[src/rtl/gshare_pkg.sv]
// Shared configuration, constants and types for the gshare direction predictor.
// Speculative history shifting is selected in gshare_predictor by GSHARE_SPECULATIVE_HISTORY_EN.
package gshare_pkg;

    // Subset of the derived core configuration this predictor consumes.
    typedef struct packed {
        int unsigned GlobalPredictorSize;
        int unsigned VLEN;
        bit          RVC;
    } gshare_cfg_t;

    localparam gshare_cfg_t GSHARE_CFG_DEFAULT = '{
        GlobalPredictorSize: 512,
        VLEN:                64,
        RVC:                 1'b1
    };

    localparam logic [1:0] CTR_WEAK_NT = 2'b01;
    localparam logic [1:0] CTR_MAX     = 2'b11;

    typedef enum logic {
        IDLE,
        CLEAR
    } gshare_state_e;

    // The resolved-branch bundle is sized for the widest supported configuration.
    localparam int unsigned GSHARE_MAX_VLEN = 64;
    localparam int unsigned GSHARE_MAX_HIST = 16;

    typedef struct packed {
        logic                       valid;
        logic [GSHARE_MAX_VLEN-1:0] pc;
        logic [GSHARE_MAX_HIST-1:0] ghr;
        logic                       taken;
        logic                       mispredict;
    } gshare_upd_t;

endpackage

[src/rtl/gshare_sat_counter.sv]
// Next-state function of a 2-bit saturating direction counter.
module gshare_sat_counter
    import gshare_pkg::*;
(
    input  logic [1:0] ctr_i,
    input  logic       taken_i,
    output logic [1:0] ctr_o
);

    always_comb begin
        // NOTE: default assignment first so every path drives ctr_o and no latch is inferred.
        ctr_o = ctr_i;
        if (taken_i) begin
            if (ctr_i != CTR_MAX) begin
                ctr_o = ctr_i + 2'd1;
            end
        end else if (ctr_i != 2'b00) begin
            ctr_o = ctr_i - 2'd1;
        end
    end

endmodule

[src/rtl/gshare_predictor.sv]
// Gshare global-history direction predictor with a flush-driven table clear sweep.
// Define GSHARE_SPECULATIVE_HISTORY_EN to shift predicted directions into the GHR at lookup.
module gshare_predictor
    import gshare_pkg::*;
#(
    parameter gshare_cfg_t CVA6Cfg    = GSHARE_CFG_DEFAULT,
    parameter int unsigned NR_ENTRIES = CVA6Cfg.GlobalPredictorSize,
    parameter int unsigned HIST_LEN   = $clog2(NR_ENTRIES),
    parameter int unsigned PC_OFFSET  = CVA6Cfg.RVC ? 1 : 2
) (
    input  logic                    clk_i,
    input  logic                    rst_ni,
    input  logic                    flush_bp_i,
    input  logic                    debug_mode_i,
    input  logic                    lookup_valid_i,
    input  logic [CVA6Cfg.VLEN-1:0] lookup_pc_i,
    output logic                    pred_valid_o,
    output logic                    pred_taken_o,
    output logic [HIST_LEN-1:0]     pred_ghr_o,
    input  logic                    upd_valid_i,
    input  logic [CVA6Cfg.VLEN-1:0] upd_pc_i,
    input  logic [HIST_LEN-1:0]     upd_ghr_i,
    input  logic                    upd_taken_i,
    input  logic                    upd_mispredict_i,
    output logic                    busy_o
);

    localparam logic [HIST_LEN-1:0] SWEEP_LAST = HIST_LEN'(NR_ENTRIES - 1);

    logic [1:0]          ctr_q [NR_ENTRIES];
    logic [HIST_LEN-1:0] ghr_q, ghr_d;
    gshare_state_e       state_q;
    logic [HIST_LEN-1:0] sweep_q;

    gshare_upd_t         upd;
    logic [HIST_LEN-1:0] upd_ghr;
    logic [HIST_LEN-1:0] lookup_idx;
    logic [HIST_LEN-1:0] upd_idx;
    logic [1:0]          upd_ctr_next;
    logic                train_en;
    logic                wr_en;
    logic [HIST_LEN-1:0] wr_idx;
    logic [1:0]          wr_data;
    logic                unused_bits;

    assign upd = '{
        valid:      upd_valid_i,
        pc:         GSHARE_MAX_VLEN'(upd_pc_i),
        ghr:        GSHARE_MAX_HIST'(upd_ghr_i),
        taken:      upd_taken_i,
        mispredict: upd_mispredict_i
    };
    assign upd_ghr = upd.ghr[HIST_LEN-1:0];

    // Only the index slice of each PC participates; the rest is folded away here.
    assign unused_bits = ^{lookup_pc_i, upd};

    assign lookup_idx   = lookup_pc_i[PC_OFFSET +: HIST_LEN] ^ ghr_q;
    assign upd_idx      = upd.pc[PC_OFFSET +: HIST_LEN] ^ upd_ghr;

    assign pred_valid_o = lookup_valid_i && (state_q == IDLE);
    assign pred_taken_o = ctr_q[lookup_idx][1];
    assign pred_ghr_o   = ghr_q;
    assign busy_o       = (state_q == CLEAR);

    gshare_sat_counter u_sat_counter (
        .ctr_i   (ctr_q[upd_idx]),
        .taken_i (upd.taken),
        .ctr_o   (upd_ctr_next)
    );

    assign train_en = (state_q == IDLE) && !debug_mode_i && upd.valid;

    // Single write port: the clear sweep owns it while in CLEAR, training otherwise.
    always_comb begin
        wr_en   = 1'b0;
        wr_idx  = upd_idx;
        wr_data = upd_ctr_next;
        if (state_q == CLEAR) begin
            wr_en   = 1'b1;
            wr_idx  = sweep_q;
            wr_data = CTR_WEAK_NT;
        end else if (train_en) begin
            wr_en = 1'b1;
        end
    end

    // NOTE: the table is built from flops rather than an SRAM macro because every counter must reset to weakly not-taken.
    always_ff @(posedge clk_i or negedge rst_ni) begin
        if (!rst_ni) begin
            for (int i = 0; i < NR_ENTRIES; i++) begin
                ctr_q[i] <= CTR_WEAK_NT;
            end
        end else if (wr_en) begin
            ctr_q[wr_idx] <= wr_data;
        end
    end

    always_comb begin
        ghr_d = ghr_q;
        if (state_q == IDLE) begin
            if (flush_bp_i) begin
                ghr_d = '0;
            end else if (!debug_mode_i) begin
                if (upd.valid && upd.mispredict) begin
                    ghr_d = {upd_ghr[HIST_LEN-2:0], upd.taken};
`ifdef GSHARE_SPECULATIVE_HISTORY_EN
                end else if (pred_valid_o) begin
                    ghr_d = {ghr_q[HIST_LEN-2:0], pred_taken_o};
`else
                end else if (upd.valid) begin
                    ghr_d = {ghr_q[HIST_LEN-2:0], upd.taken};
`endif
                end
            end
        end
    end

    // NOTE: sequential state uses non-blocking assignments so every flop samples pre-edge values.
    always_ff @(posedge clk_i or negedge rst_ni) begin
        if (!rst_ni) begin
            ghr_q <= '0;
        end else begin
            ghr_q <= ghr_d;
        end
    end

    // A flush during CLEAR restarts the sweep from entry 0.
    always_ff @(posedge clk_i or negedge rst_ni) begin
        if (!rst_ni) begin
            state_q <= IDLE;
            sweep_q <= '0;
        end else begin
            unique case (state_q)
                IDLE: begin
                    if (flush_bp_i) begin
                        state_q <= CLEAR;
                        sweep_q <= '0;
                    end
                end
                CLEAR: begin
                    if (flush_bp_i) begin
                        sweep_q <= '0;
                    end else begin
                        sweep_q <= sweep_q + 1'b1;
                        if (sweep_q == SWEEP_LAST) begin
                            state_q <= IDLE;
                        end
                    end
                end
            endcase
        end
    end

endmodule

[config.mk]
export PLATFORM = sky130hd
export DESIGN_NAME = gshare_predictor
export DESIGN_NICKNAME = d
export VERILOG_FILES = /design/src/rtl/gshare_pkg.sv /design/src/rtl/gshare_sat_counter.sv /design/src/rtl/gshare_predictor.sv
export SDC_FILE = /design/constraint.sdc
export NUM_CORES = 2
export LEC_CHECK = 0
export BUFFER_PORTS_ARGS = -buffer_cell sky130_fd_sc_hd__buf_4
export CAP_MARGIN = 20
export CORE_UTILIZATION = 30
export DETAILED_ROUTE_END_ITERATION = 10
export PLACE_DENSITY = 0.47
export SLEW_MARGIN = 10
export SYNTH_ARGS = -nofsm -noshare
export SYNTH_HDL_FRONTEND = slang
export SYNTH_SLANG_ARGS = --single-unit
[constraint.sdc]
create_clock -name clk_i -period 4.4 [get_ports clk_i]
set_clock_uncertainty 0.15 [all_clocks]
set_input_delay 0.66 -clock clk_i [delete_from_list [all_inputs] [get_ports clk_i]]
set_output_delay 0.66 -clock clk_i [all_outputs]
set_load 0.1 [all_outputs]
; ---- Word-level counts from Yosys, hierarchy flattened
; Index checks and enable logic that the tools add are counted.
[totals]
out_inout_bits = 12
input_bits = 145
wordCells = 568
ff_bits = 1043
[classes]
n_eq_ne = 4
magnitude_cmp = 4
bitwise = 6
n_mux = 27
reduce_logical = 9
addsub = 3
[ops]
columns = operator, n
row1 = 1024-bit bitwise mux, 1
row2 = 9-bit 2-to-1 mux, 7
row3 = 2-bit binary-select mux with 9-bit select, 2
row4 = 10-bit greater-or-equal comparator (second input constant), 3
row5 = 9-bit inverter with 10-bit output, 3
row6 = 2-bit demux with 9-bit select, 1
row7 = 2-bit 2-to-1 mux, 9
row8 = 9-bit one-hot mux with 2 select lines, 1
row9 = 9-bit bitwise XOR, 2
row10 = 10-bit by 1-bit < comparator with 1-bit output (second input constant), 1
row11 = 9-bit by 1-bit adder with 9-bit output (second input constant), 1
row12 = 9-bit == test (second input constant), 1
row13 = 2-bit != test (second input constant), 3
row14 = 1-bit logical AND, 5
row15 = 1-bit 2-to-1 mux, 5
row16 = 3-bit AND reduction, 1
row17 = 3-bit nonzero test, 1
row18 = 2-bit by 1-bit adder with 2-bit output (second input constant), 1
row19 = 1-bit one-hot mux with 2 select lines, 1
row20 = 2-bit nonzero test, 1
row21 = 2-bit by 1-bit subtractor with 2-bit output (second input constant), 1
row22 = 1-bit logical NOT, 1
row23 = 1-bit inverter, 1

; ---- Depth between registers and ports, before layout
[logic_depth]
depth_word = 10
depth_mapped = 17
depth_no_buf = 9

; ---- By module
; A second synthesis with hierarchy kept.
[hier_totals]
hier_cells = 4821
area_unflattened_um2 = 53316.1
[modules_own_cells]
columns = module, instances, seq_area_each_um2, area_each_um2, cells_per_inst
row1 = gshare_predictor, 1, 26740.6, 53289.9, 4818
row2 = gshare_sat_counter, 1, 0.0, 26.3, 3

; ---- Worst setup path after synthesis
; No wires, ideal clock.
[synth_timing]
path_kind = reg2out
startpoint = reg ghr_q[0] (netlist: pred_ghr_o[0])
endpoint = out pred_taken_o
path_slack_ps = -1095
path_stages_with_launch = 10
arrival_ps = 4685
required_time_ps = 3590
path_buffers = 2
cell_sequence = dfrtp_1 xor2_1 buf_1 buf_1 mux4_2 mux4_2 mux4_2 mux4_2 mux2i_1 inv_1
[synth_between]
elab_chain_cells = 5
[synth_lines]
columns = item, line
row1 = start: declaration, gshare_predictor.sv:31  ; logic [HIST_LEN-1:0] ghr_q, ghr_d;
row2 = start signal: assignment, gshare_predictor.sv:124  ; ghr_q <= ghr_d;
row3 = 9-bit bitwise XOR, gshare_predictor.sv:58  ; assign lookup_idx = lookup_pc_i[PC_OFFSET +: HIST_LEN] ^ ghr_q;
row4 = 9-bit inverter with 10-bit output (implied by the code), gshare_predictor.sv:62  ; assign pred_taken_o = ctr_q[lookup_idx][1];
row5 = 2-bit binary-select mux with 9-bit select, gshare_predictor.sv:62
row6 = 2-bit 2-to-1 mux (implied by the code) (2 in series), gshare_predictor.sv:62
row7 = end: declaration, gshare_predictor.sv:18  ; output logic pred_taken_o,
; No other way between the ends. The select of a mux whose other input is x is not followed.

; ---- Worst setup path in the final report
; Ends and elaborated chain as after synthesis.

==> PnR_summary.wiki <==
{| class="wikitable"
! Metric !! Value
|-
| Post-layout worst setup margin || -1.34 ns
|-
| Launching element type of the critical path || register
|-
| Highest achievable clock rate || 174 MHz
|-
| Grt ovf || 0
|-
| Adder-cell area share of the yosys netlist || 0.0401%
|-
| CTS Buf Count || 133
|-
| Count of final max-slew check failures || 0
|-
| Area Overhead vs Synth || 20.1%
|-
| Critical R2R Launch || ctr_q[635]$_DFFE_PN0P_
|-
| Dominant combinational cell family by area after synthesis || simple AND/OR/NAND/NOR gates
|-
| Placer congestion estimate || 0.867
|-
| Path type of the worst min-delay path || primary input to register
|-
| Post-detailed-route count of antenna-violating nets || 0
|-
| Highest-count cells in the layout ignoring fill and taps || nor2_1 (1,578), nand2_1 (652), a21oi_1 (536)
|-
| Netlist area before placement || 62,400 um^2
|-
| Fraction of final layout cells sized beyond drive strength 1 || 26.0%
|-
| Switching Share || 29.8%
|-
| Net switching power || 0.00773 W
|-
| Pin count of the biggest net entering global routing || 204
|-
| Area used by multi-input combinational logic || 32,900 um^2
|-
| Number of endpoints failing setup at the final stage || 1
|-
| Critical Path End Type || output pin
|-
| Critical path fanouts, max || 7
|-
| I/O Buffers || 46
|-
| Detailed placement HPWL || 164,000 um
|-
| Main flop type after synthesis || dfrtp_1
|-
| Sequential cell area || 26,800 um^2
|-
| Launch point of the critical path || pred_ghr_o[0]$_DFFE_PN0P_
|-
| Skew-Pair Late Insertion Delay || 0.80 ns
|-
| Sinks on the clock net || 1,043
|-
| Power per cell area || 346 nW/um^2
|-
| Routed wirelength normalized by instance count || 26.6 um
|-
| Min Hold Slack || 0.0460 ns
|-
| Leakage power || 25.9 nW
|-
| Most common library cell in the layout ignoring fill and taps || nor2_1
|-
| GR Util All Layers || 24.3%
|-
| DIE HEIGHT || 458 um
|-
| Post-synth cell types || 59
|-
| Compound-Gate Fraction of Synth Area || 17.5%
|-
| Via density per instance || 5.88
|-
| Multiplexer share of the synthesized area || 15.5%
|-
| Number of detailed-routing iterations run before antenna repair || 6
|-
| Yosys warning count || 0
|-
| Via count || 57,000
|-
| Chip Width || 458 um
|-
| Number of flops mapped to enable cells by yosys || 0
|-
| Antenna violations before repair || 4
|-
| CTS tree || yes
|-
| Number of core rows || 167
|-
| Slowest Stage Delay on Critical Path || 0.62 ns
|-
| CP max-delay cell || mux4_2
|-
| Final design area excluding fillers || 75,000 um^2
|-
| Post-route DRC violation count || 0
|-
| Top cell by count, worst path || mux4_2
|-
| Worst Reg-to-Reg Cells || 12
|-
| Worst setup path endpoint || pred_taken_o
|-
| Share of async-settable or async-resettable flops after synthesis || 100%
|-
| Worst Setup Slack post-DPL || -1.10 ns
|-
| Min cycle time layout || 5.74 ns
|-
| Combinational Power Share || 17.4%
|-
| Clock power share || 43.3%
|-
| Number of antenna repair diodes || 0
|-
| Initial standard-cell utilization of the core || 30.2%
|-
| Max transition margin || 19.3%
|-
| Core Footprint || 207,000 um^2
|-
| FF-to-FF setup slack || 0.32 ns
|-
| Post-synthesis simple-gate area fraction || 18.5%
|-
| Synth Net Count || 6,979
|-
| Final hold violation count || 0
|-
| Endpoint of the lowest-slack register-to-register path || ctr_q[187]$_DFFE_PN0P_
|-
| Run status || finished, violations left
|-
| Syn_area_per_cell || 9.14 um^2
|-
| Sequential Power Share || 39.3%
|-
| Initial DRC Count || 5,617
|-
| Post-synthesis cell count || 6,832
|-
| Critical Path AT || 4.93 ns
|-
| Flip-flop and latch count after synthesis || 1,043
|-
| Peak supply drop || 0.317 mV
|-
| Violations in the final reports || setup timing
|-
| Worst setup path class || register to output pin
|-
| Xor/xnor share of the synthesized area || 0.461%
|-
| Placed instance area || 70,400 um^2
|-
| Int Pwr || 0.0182 W
|-
| Number of global-route vias before repair || 55,400
|-
| # IOs || 157
|-
| Number of violations of the max-capacitance limit || 0
|-
| Nets || 7,031
|-
| Die area || 210,000 um^2
|-
| Part of the cycle the worst path needs || 130%
|-
| Unrepaired setup endpoints after global routing || yes
|-
| Fill cells || 20,700
|-
| Final-layout setup total negative slack || -1.34 ns
|-
| CTS Root Buffer Type || clkbuf_16
|-
| Cells along the critical path || xor2_4 > buf_12 > buf_16 > buf_12 > mux4_2 > mux4_2 > mux4_2 > mux4_2 > mux2i_4 > clkinvlp_4 > buf_12
|-
| Maximum clock path buffer count || 3
|-
| Total wirelength of the detailed-routed design || 258,000 um
|-
| Transition time at the pin with the least slew margin || 1.21 ns
|-
| First-pass GRT wire length || 387,000 um
|-
| Count of H-tree levels built during CTS || 4
|-
| Seq/Total Area, Yosys || 42.8%
|-
| Required time at the endpoint of the critical path || 3.59 ns
|-
| Clk pin slew, worst setup/hold paths || 0.06 ns
|}
-- routing by layer --
metal / wire length (um) / vias up / track usage (%) / share of wire, %
met4: 11800 / 4 / 10.5 / 4.6
met1: 111000 / 29100 / 33.3 / 43
li1: - / 25200 / - / -
met3: 16600 / 436 / 3.90 / 6.4
met2: 118000 / 2166 / 37.7 / 46
met5: 33 / - / 0 / 0.013
-- power by group through the flow --
stage               registers (W)  logic, W  clock network (W)
CTS                        0.0102   0.00449             0.0114
finish                     0.0102   0.00452             0.0112
detailed placement         0.0103   0.00446                  0
global route               0.0102   0.00471             0.0118
floorplan                  0.0102   0.00218                  0
global placement           0.0103   0.00444                  0
-- how the worst min path moves through the flow --
stage | startpoint | end | cells past startpoint
finish | upd_ghr_i[7] | pred_ghr_o[8]$_DFFE_PN0P_ | 3
global route | upd_ghr_i[4] | pred_ghr_o[5]$_DFFE_PN0P_ | 3
CTS | upd_ghr_i[7] | pred_ghr_o[8]$_DFFE_PN0P_ | 3
detailed placement | ctr_q[538]$_DFFE_PN1P_ | ctr_q[538]$_DFFE_PN1P_ | 2
floorplan | rst_ni | busy_o$_DFF_PN0_ | 0
global placement | ctr_q[708]$_DFFE_PN1P_ | ctr_q[708]$_DFFE_PN1P_ | 2
-- area by class of cell --
class / count / share of cell area, %
multi-input combinational: 5061 / 43.9
clock buffer: 210 / 5.32
tap: 2704 / 4.51
timing repair buffer: 641 / 10.0
inverter: 4 / 0.0250
clock inverter: 30 / 0.526
sequential: 1043 / 35.7
-- worst max-delay path: cells and delay by family, from the launching register on --
family / cells / cell delay [ns]
DFF: 1 / 0.50
xor gates and xnor gates: 1 / 0.16
muxes: 5 / 2.57
buffers and inverters: 5 / 0.87
-- registers in the layout, summed over array words and instances, names as in the netlist --
signal and count:
busy_o 1, pred_ghr_o 9, sweep_q 9, ctr_q 1024
-- Yosys cell counts (3+ instances only) --
cell / count / area, um^2
nor2_1: 1584 / 5950
nand2_1: 667 / 2500
a21oi_1: 536 / 2680
dfrtp_1: 531 / 13300
nor3_1: 526 / 2630
a31oi_1: 518 / 3240
a211oi_1: 516 / 3870
dfstp_2: 512 / 13500
clkbuf_1: 485 / 1820
mux4_2: 416 / 9370
buf_2: 129 / 646
buf_4: 65 / 488
a22oi_1: 64 / 480
nand3_1: 36 / 180
buf_1: 35 / 131
mux2i_1: 27 / 270
nand4_1: 24 / 150
xor2_1: 20 / 175
o21ai_0: 13 / 65.1
o21ai_1: 11 / 55.1
xnor2_1: 11 / 96.3
buf_6: 10 / 113
nor4_1: 10 / 62.6
o22ai_1: 8 / 50.1
a221oi_1: 6 / 52.6
a41oi_1: 6 / 52.6
a2111oi_0: 5 / 43.8
and3_1: 5 / 31.3
o211ai_1: 5 / 37.5
inv_1: 4 / 15.0
o2111ai_1: 4 / 35.0
o32ai_1: 4 / 35.0
or3_1: 3 / 18.8
-- per-stage QoR --
stage	total power (W)	cells	utilization [%]
3_3_place_gp	0.0148	9441	34.0
2_1_floorplan	0.0124	6832	-
5_1_grt	0.0267	9693	36.2
3_5_place_dp	0.0148	9442	34.0
4_1_cts	0.0261	9694	36.2
6_report	0.0259	9693	36.2
-- kinds of logic after synthesis --
logic type               after synthesis
adder cells (fa/ha/maj)                2
AO/OA/AOI/OAI                       1719
AND/OR/NAND/NOR                     2863
flip-flops                          1043
multiplexers                         445
buffers and inverters                728
XOR/XNOR                              32
-- timing repair --
action,CTS,global route
gates cloned,3,1
buffers inserted,6,0
endpoints found under the setup margin,212,12
hold buffers,3,0
resized for setup,9,4
pin swaps,1,1
hold endpoints to repair,40,0
No activity file was read; power rests on OpenSTA's default activity.
